File: config.mk
export PLATFORM = sky130hd
export DESIGN_NAME = field_set_control
export DESIGN_NICKNAME = d
export VERILOG_FILES = /design/src/rtl/field_set_control.sv
export SDC_FILE = /design/constraint.sdc
export NUM_CORES = 1
export LEC_CHECK = 0
export ABC_CLOCK_PERIOD_IN_PS = 1160
export CAP_MARGIN = 20
export CORE_AREA = 2 2 39 41
export DETAILED_ROUTE_END_ITERATION = 16
export DIE_AREA = 0 0 41 43
export SETUP_SLACK_MARGIN = 0.3
export SKIP_CTS_REPAIR_TIMING = 1
export SYNTH_ARGS = -nofsm -noshare
export SYNTH_HDL_FRONTEND = slang
export SYNTH_SLANG_ARGS = --single-unit
File: constraint.sdc
create_clock -name ck -period 1.16 [get_ports ck]
set_input_delay 0.232 -clock ck [delete_from_list [all_inputs] [get_ports ck]]
set_output_delay 0.232 -clock ck [all_outputs]
set_load 0.02 [all_outputs]
File: src/rtl/field_set_control.sv
// Set-button controller: turns level buttons into single-cycle increment strobes
// for the clock or alarm counter chain. Define FIELD_SET_AUTOREPEAT_EN for hold/auto-repeat.
module field_set_control #(
    parameter int N_FIELDS      = 3,
    parameter int HOLD_CYCLES   = 8,
    parameter int REPEAT_CYCLES = 4
) (
    input  logic                ck,
    input  logic                reset,
    input  logic [N_FIELDS-1:0] btn,
    input  logic                clock_alarm,
    input  logic [N_FIELDS-1:0] carry_in,
    output logic [N_FIELDS-1:0] up_clock,
    output logic [N_FIELDS-1:0] up_alarm
);

`ifdef FIELD_SET_AUTOREPEAT_EN
    localparam int CNT_MAX = (HOLD_CYCLES > REPEAT_CYCLES) ? HOLD_CYCLES : REPEAT_CYCLES;
    localparam int CNT_W   = $clog2(CNT_MAX + 1);

    localparam logic [CNT_W-1:0] HOLD_LOAD   = CNT_W'(HOLD_CYCLES - 1);
    localparam logic [CNT_W-1:0] REPEAT_LOAD = CNT_W'(REPEAT_CYCLES);
    localparam logic [CNT_W-1:0] CNT_ONE     = CNT_W'(1);

    typedef enum logic [1:0] {
        IDLE,
        PULSE,
        HOLD,
        REPEAT
    } state_t;

    logic [CNT_W-1:0] cnt     [N_FIELDS];
    logic [CNT_W-1:0] cnt_nxt [N_FIELDS];
`else
    typedef enum logic [1:0] {
        IDLE,
        PULSE,
        WAIT
    } state_t;
`endif

    state_t              state     [N_FIELDS];
    state_t              state_nxt [N_FIELDS];
    logic [N_FIELDS-1:0] tgt;
    logic [N_FIELDS-1:0] tgt_nxt;
    logic [N_FIELDS-1:0] p;

    always_ff @(posedge ck or posedge reset) begin
        if (reset) begin
            for (int i = 0; i < N_FIELDS; i++) begin
                state[i] <= IDLE;
                tgt[i]   <= 1'b1;
`ifdef FIELD_SET_AUTOREPEAT_EN
                cnt[i]   <= '0;
`endif
            end
        end else begin
            for (int i = 0; i < N_FIELDS; i++) begin
                state[i] <= state_nxt[i];
                tgt[i]   <= tgt_nxt[i];
`ifdef FIELD_SET_AUTOREPEAT_EN
                cnt[i]   <= cnt_nxt[i];
`endif
            end
        end
    end

    // Each channel is an independent Moore machine; p depends on registered state only.
    always_comb begin
        for (int i = 0; i < N_FIELDS; i++) begin
            state_nxt[i] = state[i];
            tgt_nxt[i]   = tgt[i];
            p[i]         = 1'b0;
`ifdef FIELD_SET_AUTOREPEAT_EN
            cnt_nxt[i]   = cnt[i];
`endif
            case (state[i])
                IDLE: begin
                    if (btn[i]) begin
                        state_nxt[i] = PULSE;
                        tgt_nxt[i]   = clock_alarm;
                    end
                end
                PULSE: begin
                    p[i] = 1'b1;
`ifdef FIELD_SET_AUTOREPEAT_EN
                    cnt_nxt[i]   = HOLD_LOAD;
                    state_nxt[i] = btn[i] ? HOLD : IDLE;
`else
                    state_nxt[i] = btn[i] ? WAIT : IDLE;
`endif
                end
`ifdef FIELD_SET_AUTOREPEAT_EN
                HOLD: begin
                    if (!btn[i]) begin
                        state_nxt[i] = IDLE;
                    end else if (cnt[i] == CNT_ONE) begin
                        // Enter REPEAT already at 1 so the first repeat lands HOLD_CYCLES after the first pulse.
                        state_nxt[i] = REPEAT;
                        cnt_nxt[i]   = CNT_ONE;
                    end else begin
                        cnt_nxt[i] = cnt[i] - CNT_ONE;
                    end
                end
                REPEAT: begin
                    p[i] = (cnt[i] == CNT_ONE);
                    if (!btn[i]) begin
                        state_nxt[i] = IDLE;
                    end else if (cnt[i] == CNT_ONE) begin
                        cnt_nxt[i] = REPEAT_LOAD;
                    end else begin
                        cnt_nxt[i] = cnt[i] - CNT_ONE;
                    end
                end
`else
                WAIT: begin
                    if (!btn[i]) begin
                        state_nxt[i] = IDLE;
                    end
                end
`endif
                default: begin
                    state_nxt[i] = IDLE;
                end
            endcase
        end
    end

    // Carry stays live through reset; a coincident carry and set pulse merge into one strobe.
    assign up_alarm = p & ~tgt;
    assign up_clock = carry_in | (p & tgt);

endmodule

# Yosys cells after proc, flatten, opt, wreduce, memory -nomap -nowiden
# Index checks and enable logic that the tools add are counted.
[totals]
ff_bits = 9
output_inout_bits = 6
word_cells = 46
[classes]
eq_ne = 12
muxes = 15
bitwise = 4
n_reduce_logical = 9
[op_table]
columns = ["operator", "count"]
rows = [
  ["2-bit 2-to-1 mux", 9],
  ["2-bit case mux with 3 select lines", 3],
  ["2-bit inequality test, second input constant", 6],
  ["2-bit AND reduction", 6],
  ["3-bit bitwise AND", 2],
  ["2-bit by 1-bit == test with 1-bit output, second input constant", 3],
  ["2-bit == test, second input constant", 3],
  ["2-bit zero test", 3],
  ["1-bit 2-to-1 mux", 3],
  ["3-bit inverter", 1],
  ["3-bit bitwise OR", 1],
]

# Longest topological paths before layout
# Gate-level depths: netlist (run 1).
[logic_depth]
ltp_word = 4
ltp_mapped = 2
depth_no_buf = 2

# Worst setup path after synthesis (run 1)
# Ideal clock, no wire load.
[synth_path]
kind = "register to output"
start = "register state[5] (netlist name)"
end = "output port up_alarm[0]"
arrival_ns = 0.952
slack_ns = -0.024
stages_incl_launch_ff = 2
n_path_buf = 0
path_cell_list = "dfrtp_1 > nor3b_1"
[synth_between]
elab_chain_cells = 3
[synth_lines]
columns = ["item", "line_no", "rtl"]
rows = [
  ["start, declared", "42", "state_t state [N_FIELDS];"],
  ["start signal, assigned by index", "59", "state[i] <= state_nxt[i];"],
  ["2-bit by 1-bit == test with 1-bit output", "77", "case (state[i])"],
  ["1-bit 2-to-1 mux", "77", ""],
  ["3-bit bitwise AND", "130", "assign up_alarm = p & ~tgt;"],
  ["end, declared", "14", "output logic [N_FIELDS-1:0] up_alarm"],
]
# No other way between the ends.

# Final worst setup path (run 1)
[layout_path]
start = "register tgt[2]"
end = "output port up_clock[2]"
[layout_between]
elab_chain_cells = 2
[layout_lines]
columns = ["item", "line_no", "rtl"]
rows = [
  ["start, declared", "44", "logic [N_FIELDS-1:0] tgt;"],
  ["start signal, assigned by index", "60", "tgt[i] <= tgt_nxt[i];"],
  ["3-bit bitwise AND", "131", "assign up_clock = carry_in | (p & tgt);"],
  ["3-bit bitwise OR", "131", ""],
  ["end, declared", "13", "output logic [N_FIELDS-1:0] up_clock,"],
]
# No other way between the ends.

==> reports/summary.txt, run 1 <==
==================================================================================================
Status                                                                                finished with violations
Violations in the final reports                                                       negative setup slack
Wire per inst                                                                              13.8 um
Number of iterations in the first detailed-routing pass                                          1
Synthesis Warnings                                                                               0
Worst setup EP type                                                                   primary output
Post-route insts no fill                                                                        75
Vias per cell                                                                                 4.45
Mapped Nets                                                                                     40
Placed Cells incl. Taps                                                                         67
Post-detailed-route count of antenna-violating nets                                              0
Number of enable flip-flop cells after synthesis                                                 0
Final wirelength                                                                           1.04 mm
Synthesized instance count                                                                      31
Number of remaining DRC errors                                                                   0
Maximum number of pins on one net before global-route repair                                    10
Cells taking the most area after synthesis                                            sky130_fd_sc_hd__dfrtp_1, sky130_fd_sc_hd__dfstp_2, sky130_fd_sc_hd__nor3b_2, sky130_fd_sc_hd__mux2_1, sky130_fd_sc_hd__a31o_1
Type of the tightest min-delay check                                                   in -> async
Req. time, crit path                                                                        930 ps
Number of clock sinks                                                                            9
Primary flip-flop cell chosen by synthesis mapping                                    sky130_fd_sc_hd__dfrtp_1
CP arrival                                                                                 1080 ps
Register area share after synthesis                                                          56.0%
Power density over the cells                                                           1670 nW/um2
TritonCTS clock tree                                                                          done
Fraction of layout cells with a size suffix above 1                                          52.5%
Final Cycle Share                                                                             113%
Horizontal die dimension                                                                     41 um
First-pass GRT wire length                                                                 1.60 mm
Number of global-route vias before repair                                                      361
NumNets Final                                                                                   69
Total leakage power                                                                       0.343 nW
HPWL Detailed                                                                               793 um
Fraction of registers with async set or reset after synthesis                                 100%
Final Setup Violations                                                                           6
Count leader, synth                                                                   sky130_fd_sc_hd__dfrtp_1
Fraction of post-synthesis cell area in the top cell type by area                            36.7%
Clock transition time at the flip-flop clock pins of the worst setup and hold paths          60 ps
Final critical delay including setup and external delays                                   1310 ps
Core Footprint                                                                            1380 um2
Setup TNS after final layout                                                               -711 ps
Worst-Margin Slew                                                                           337 ps
Worst-path maximum fanout                                                                        3
Initial cell density of the core                                                             29.6%
Antenna cell count                                                                               0
Worst path buffer plus inverter count                                                            1
Cell variety after synth                                                                         9
Critical path start-end classification                                                  reg -> out
Post-synthesis average cell area                                                          13.2 um2
Highest Clock Rate                                                                       0.762 GHz
Cell Chain, Critical Path                                                             a31o_1, buf_6
Initial antenna violation count                                                                  0
Die area                                                                                  1760 um2
Placer Congestion                                                                            0.644
Cell Rows                                                                                       14
Critical Path Max Stage Delay                                                               550 ps
PnR worst setup slack                                                                      -152 ps
Synth Register Bits                                                                              9
Max-slew violations                                                                              0
Total congestion overflow after global routing                                                   0
Clock tree root buffer cell                                                           sky130_fd_sc_hd__clkbuf_4
Final Hold Violating Endpoints                                                                   0
DR vias                                                                                        334
Max VDD drop                                                                                793 uV
Clock skew                                                                                 3.14 ps
Unrepaired setup endpoints after global routing                                               true
Number of placed I/O pins                                                                       15
End-of-flow core utilization                                                                 53.1%
Number of CTS-inserted buffers                                                                   3
Library cell contributing the largest single delay on the critical path               sky130_fd_sc_hd__dfstp_2
Crit path launch type                                                                     register
Worst-case clock buffer depth                                                                    2
Area Growth Syn to Fin                                                                       79.5%
CTS H-Tree Depth                                                                                 1
Most instantiated cells after synthesis                                               sky130_fd_sc_hd__dfrtp_1, sky130_fd_sc_hd__inv_1
Count of input and output buffers                                                               14
Latest clock arrival within the worst-skew pair                                             260 ps
Crit-path leading delay family                                                          flip-flops
Total of max-cap violations                                                                      0
Slew margin rel.                                                                             77.5%
Post-layout power                                                                          1.23 mW
All-layer global routing usage                                                               14.3%
DRT iter0 DRCs                                                                                   0
Library cell occupying the most area in the post-synthesis netlist                    sky130_fd_sc_hd__dfrtp_1
Y dimension of the die                                                                       43 um
Netlist Area Pre-Place                                                                     409 um2
==================================================================================================
## path summary, 6_finish.rpt
path,startpoint,to,slack (ps),depth (start not counted)
max,tgt[2],up_clock[2],-150,2
min,reset,state[1],240,2
max reg2reg,state[1],tgt[2],0,3
min reg2reg,state[4],state[4],590,2
max in group asynchronous,reset,tgt[1],630,2
min in group ck,btn[1],state[3],570,2
## worst reg2reg max path: cells and delay by family (launching register included)
| family | cells | cell delay (ps) |
|---|---|---|
| simple gates | 1 | 220 |
| buf+inv | 1 | 140 |
| mux | 1 | 320 |
| flops | 1 | 410 |
## registers in the layout, summed over array words and instances, names as in the netlist
signal / flops
tgt: 3
state: 6
## layer usage
layer | global-route usage (%) | up-vias | part of all wire (%)
li1 | - | 162 | -
met1 | 16.4 | 159 | 40
met2 | 21.3 | 11 | 54
met3 | 4.71 | 2 | 4.7
met4 | 10.0 | 0 | 1.2
met5 | 0 | - | 0
## layout by cell type, fill, tap and decap left out, drive strengths merged
master          n
a31o            3
and2            3
buf            16
clkbuf          4
clkdlybuf4s50   8
dfrtp           6
dfstp           3
inv             4
mux2            3
nor3b           6
xor2            3
## metrics by stage
stage | area (um2) | hold slack, ps | setup WS, ps
finish | 734 | 237 | -152
floorplan | 424 | 57.8 | 157
detailed placement | 629 | 511 | -471
global route | 734 | 258 | -208
CTS | 656 | 230 | -628
global placement | 629 | 506 | -455
## logic make-up (layout without fill, tap and decap cells)
family | Yosys count | in the layout | synth area share (%)
muxes | 3 | 3 | 8.26
DFF | 9 | 9 | 56.0
buffers and inverters | 4 | 32 | 3.67
AOI/OAI and AO/OA | 3 | 3 | 6.42
and+or+nand+nor | 9 | 9 | 19.3
xor gates and xnor gates | 3 | 3 | 6.42
## where the power goes
group	switching (mW)	internal (mW)
clock network	0.111	0.133
registers	0.0759	0.415
logic	0.183	0.311
## area by class of cell
type / instances / area [um2]
well taps: 16 / 20.0
inverters: 4 / 15.0
fillers: 125 / 649
clock buffers: 4 / 26.3
repair buffers: 24 / 234
flip-flops and latches: 9 / 229
multi-input cells: 18 / 210
Power figures use the tool's default switching activity.
==> run 2, diff against run 1 <==
CAP_MARGIN = default   (was 20)
SKIP_CTS_REPAIR_TIMING = default   (was 1)
==> run 2 against run 1 <==
The run still ends with negative setup slack left. Critical path depth stayed put. Power is 3.4% higher. Final area is 4.6% higher.
==> reports/summary.txt, run 2 (same netlist as run 1, synthesis figures left out) <==
==================================================================================================
CP startpoint                                                                               tgt[0]
Worst-Margin Slew                                                                           340 ps
Die area                                                                                  1760 um2
Vias per cell                                                                                 4.37
Most flop-heavy register                                                                     state
Antenna cell count                                                                               0
Library cell contributing the largest single delay on the critical path               sky130_fd_sc_hd__dfstp_2
Max-slew violations                                                                              0
Area of combinational cells with multiple inputs                                           210 um2
End-of-flow core utilization                                                                 55.5%
Highest Clock Rate                                                                       0.758 GHz
HPWL Detailed                                                                               793 um
Worst reg-to-reg path cell count                                                                 4
Number of placed I/O pins                                                                       15
Hold Slack                                                                                  242 ps
Post-route insts no fill                                                                        78
Status                                                                                finished with violations
Sequential cell area                                                                       229 um2
Highest-count cells in the layout ignoring fill and taps                              sky130_fd_sc_hd__buf_6, sky130_fd_sc_hd__clkdlybuf4s50_1, sky130_fd_sc_hd__buf_4
Fraction of layout cells with a size suffix above 1                                          54.8%
Fillers                                                                                        122
CTS H-Tree Depth                                                                                 1
Total leakage power                                                                       0.361 nW
NumNets Final                                                                                   72
Cell Chain, Critical Path                                                             a31o_1, buf_6
Setup TNS after final layout                                                               -781 ps
CTS hold repair buffers                                                                          0
First-pass GRT wire length                                                                 1.61 mm
Number of clock sinks                                                                            9
DR vias                                                                                        341
TritonCTS clock tree                                                                          done
Maximum number of pins on one net before global-route repair                                    10
DRT iter0 DRCs                                                                                   1
Worst-path maximum fanout                                                                        3
Initial cell density of the core                                                             29.6%
Count of input and output buffers                                                               14
Summed area of non-filler cells in the final layout                                        768 um2
Critical R2R Capture                                                                        tgt[2]
All-layer global routing usage                                                               14.3%
Critical Path Max Stage Delay                                                               550 ps
CP arrival                                                                                 1090 ps
Final wirelength                                                                           1.03 mm
Post-placement setup slack                                                                 -471 ps
Standard cell area after detailed placement                                                629 um2
Unrepaired setup endpoints after global routing                                               true
Post-layout power                                                                          1.27 mW
Latest clock arrival within the worst-skew pair                                             260 ps
Type of the tightest min-delay check                                                   in -> async
Clock skew                                                                                0.682 ps
Clock transition time at the flip-flop clock pins of the worst setup and hold paths          60 ps
Post-detailed-route count of antenna-violating nets                                              0
Slew margin rel.                                                                             77.3%
Wire per inst                                                                              13.2 um
Initial antenna violation count                                                                  0
Cell Rows                                                                                       14
Max FFs per register                                                                             6
Leading cell type in the layout, fill and taps excluded                               sky130_fd_sc_hd__buf_6
Req. time, crit path                                                                        930 ps
Number of iterations in the first detailed-routing pass                                          2
Power density over the cells                                                           1650 nW/um2
Placed Cells incl. Taps                                                                         67
Final critical delay including setup and external delays                                   1320 ps
PnR worst setup slack                                                                      -159 ps
Clock tree root buffer cell                                                           sky130_fd_sc_hd__clkbuf_4
Violations in the final reports                                                       negative setup slack
Horizontal die dimension                                                                     41 um
Critical path start-end classification                                                  reg -> out
Placer Congestion                                                                            0.644
Worst reg2reg path startpoint                                                             state[1]
Y dimension of the die                                                                       43 um
Total of max-cap violations                                                                      0
Top flop regs                                                                         state: 6 flops, tgt: 3 flops
Total congestion overflow after global routing                                                   0
Core Footprint                                                                            1380 um2
Critical path endpoint                                                                 up_clock[0]
Number of CTS-inserted buffers                                                                   3
Worst setup EP type                                                                   primary output
Number of remaining DRC errors                                                                   0
Area Growth Syn to Fin                                                                       87.8%
Final Cycle Share                                                                             114%
Final Setup Violations                                                                           7
Number of global-route vias before repair                                                      370
Max VDD drop                                                                                763 uV
Worst-case clock buffer depth                                                                    2
Crit path launch type                                                                     register
Flop2flop setup slack                                                                       -70 ps
Final Hold Violating Endpoints                                                                   0
==================================================================================================
run 2: changes by cell type in the layout (fill, tap and decap cells not counted), sizes merged:
cell | previous run | this run
buf | 16 | 19
run 2: critical path, delay by kind of cell, from the launching register on:
family | cells | cell delay, ps
compound gates | 1 | 160
buf+inv | 1 | 120
flops | 1 | 550
run 2: how the worst min path moves through the flow:
stage	to	cells after the start	slack [ps]
2_1_floorplan	state[0]	1	60
3_3_place_gp	state[0]	2	510
3_5_place_dp	state[1]	2	510
4_1_cts	state[1]	2	230
5_1_grt	state[1]	2	260
6_report	state[1]	2	240
run 2: area by class of cell:
type	instances	area share (%)
Sequential cell	9	29.8
Tap cell	16	2.61
Timing Repair Buffer	27	34.9
Clock buffer	4	3.42
Multi-Input combinational cell	18	27.4
Inverter	4	1.95
run 2: report_power, final:
| part | switching (mW) | total (mW) | internal, mW |
|---|---|---|---|
| registers | 0.0758 | 0.490 | 0.415 |
| logic | 0.191 | 0.537 | 0.346 |
| clock network | 0.110 | 0.243 | 0.133 |
| total | 0.377 | 1.27 | 0.893 |
run 2: layer usage:
metal / vias up / track usage [%] / routed length, um
met5: - / 0 / 0
met4: 0 / 10.0 / 12
met3: 2 / 4.71 / 49
met2: 11 / 21.3 / 544
met1: 160 / 16.4 / 427
li1: 168 / - / -
run 2: timing repair:
action	CTS	global route
resized for setup	39	9
pin swaps	6	8
endpoints found under the setup margin	15	15
buffers inserted	2	5
hold endpoints to repair	0	0
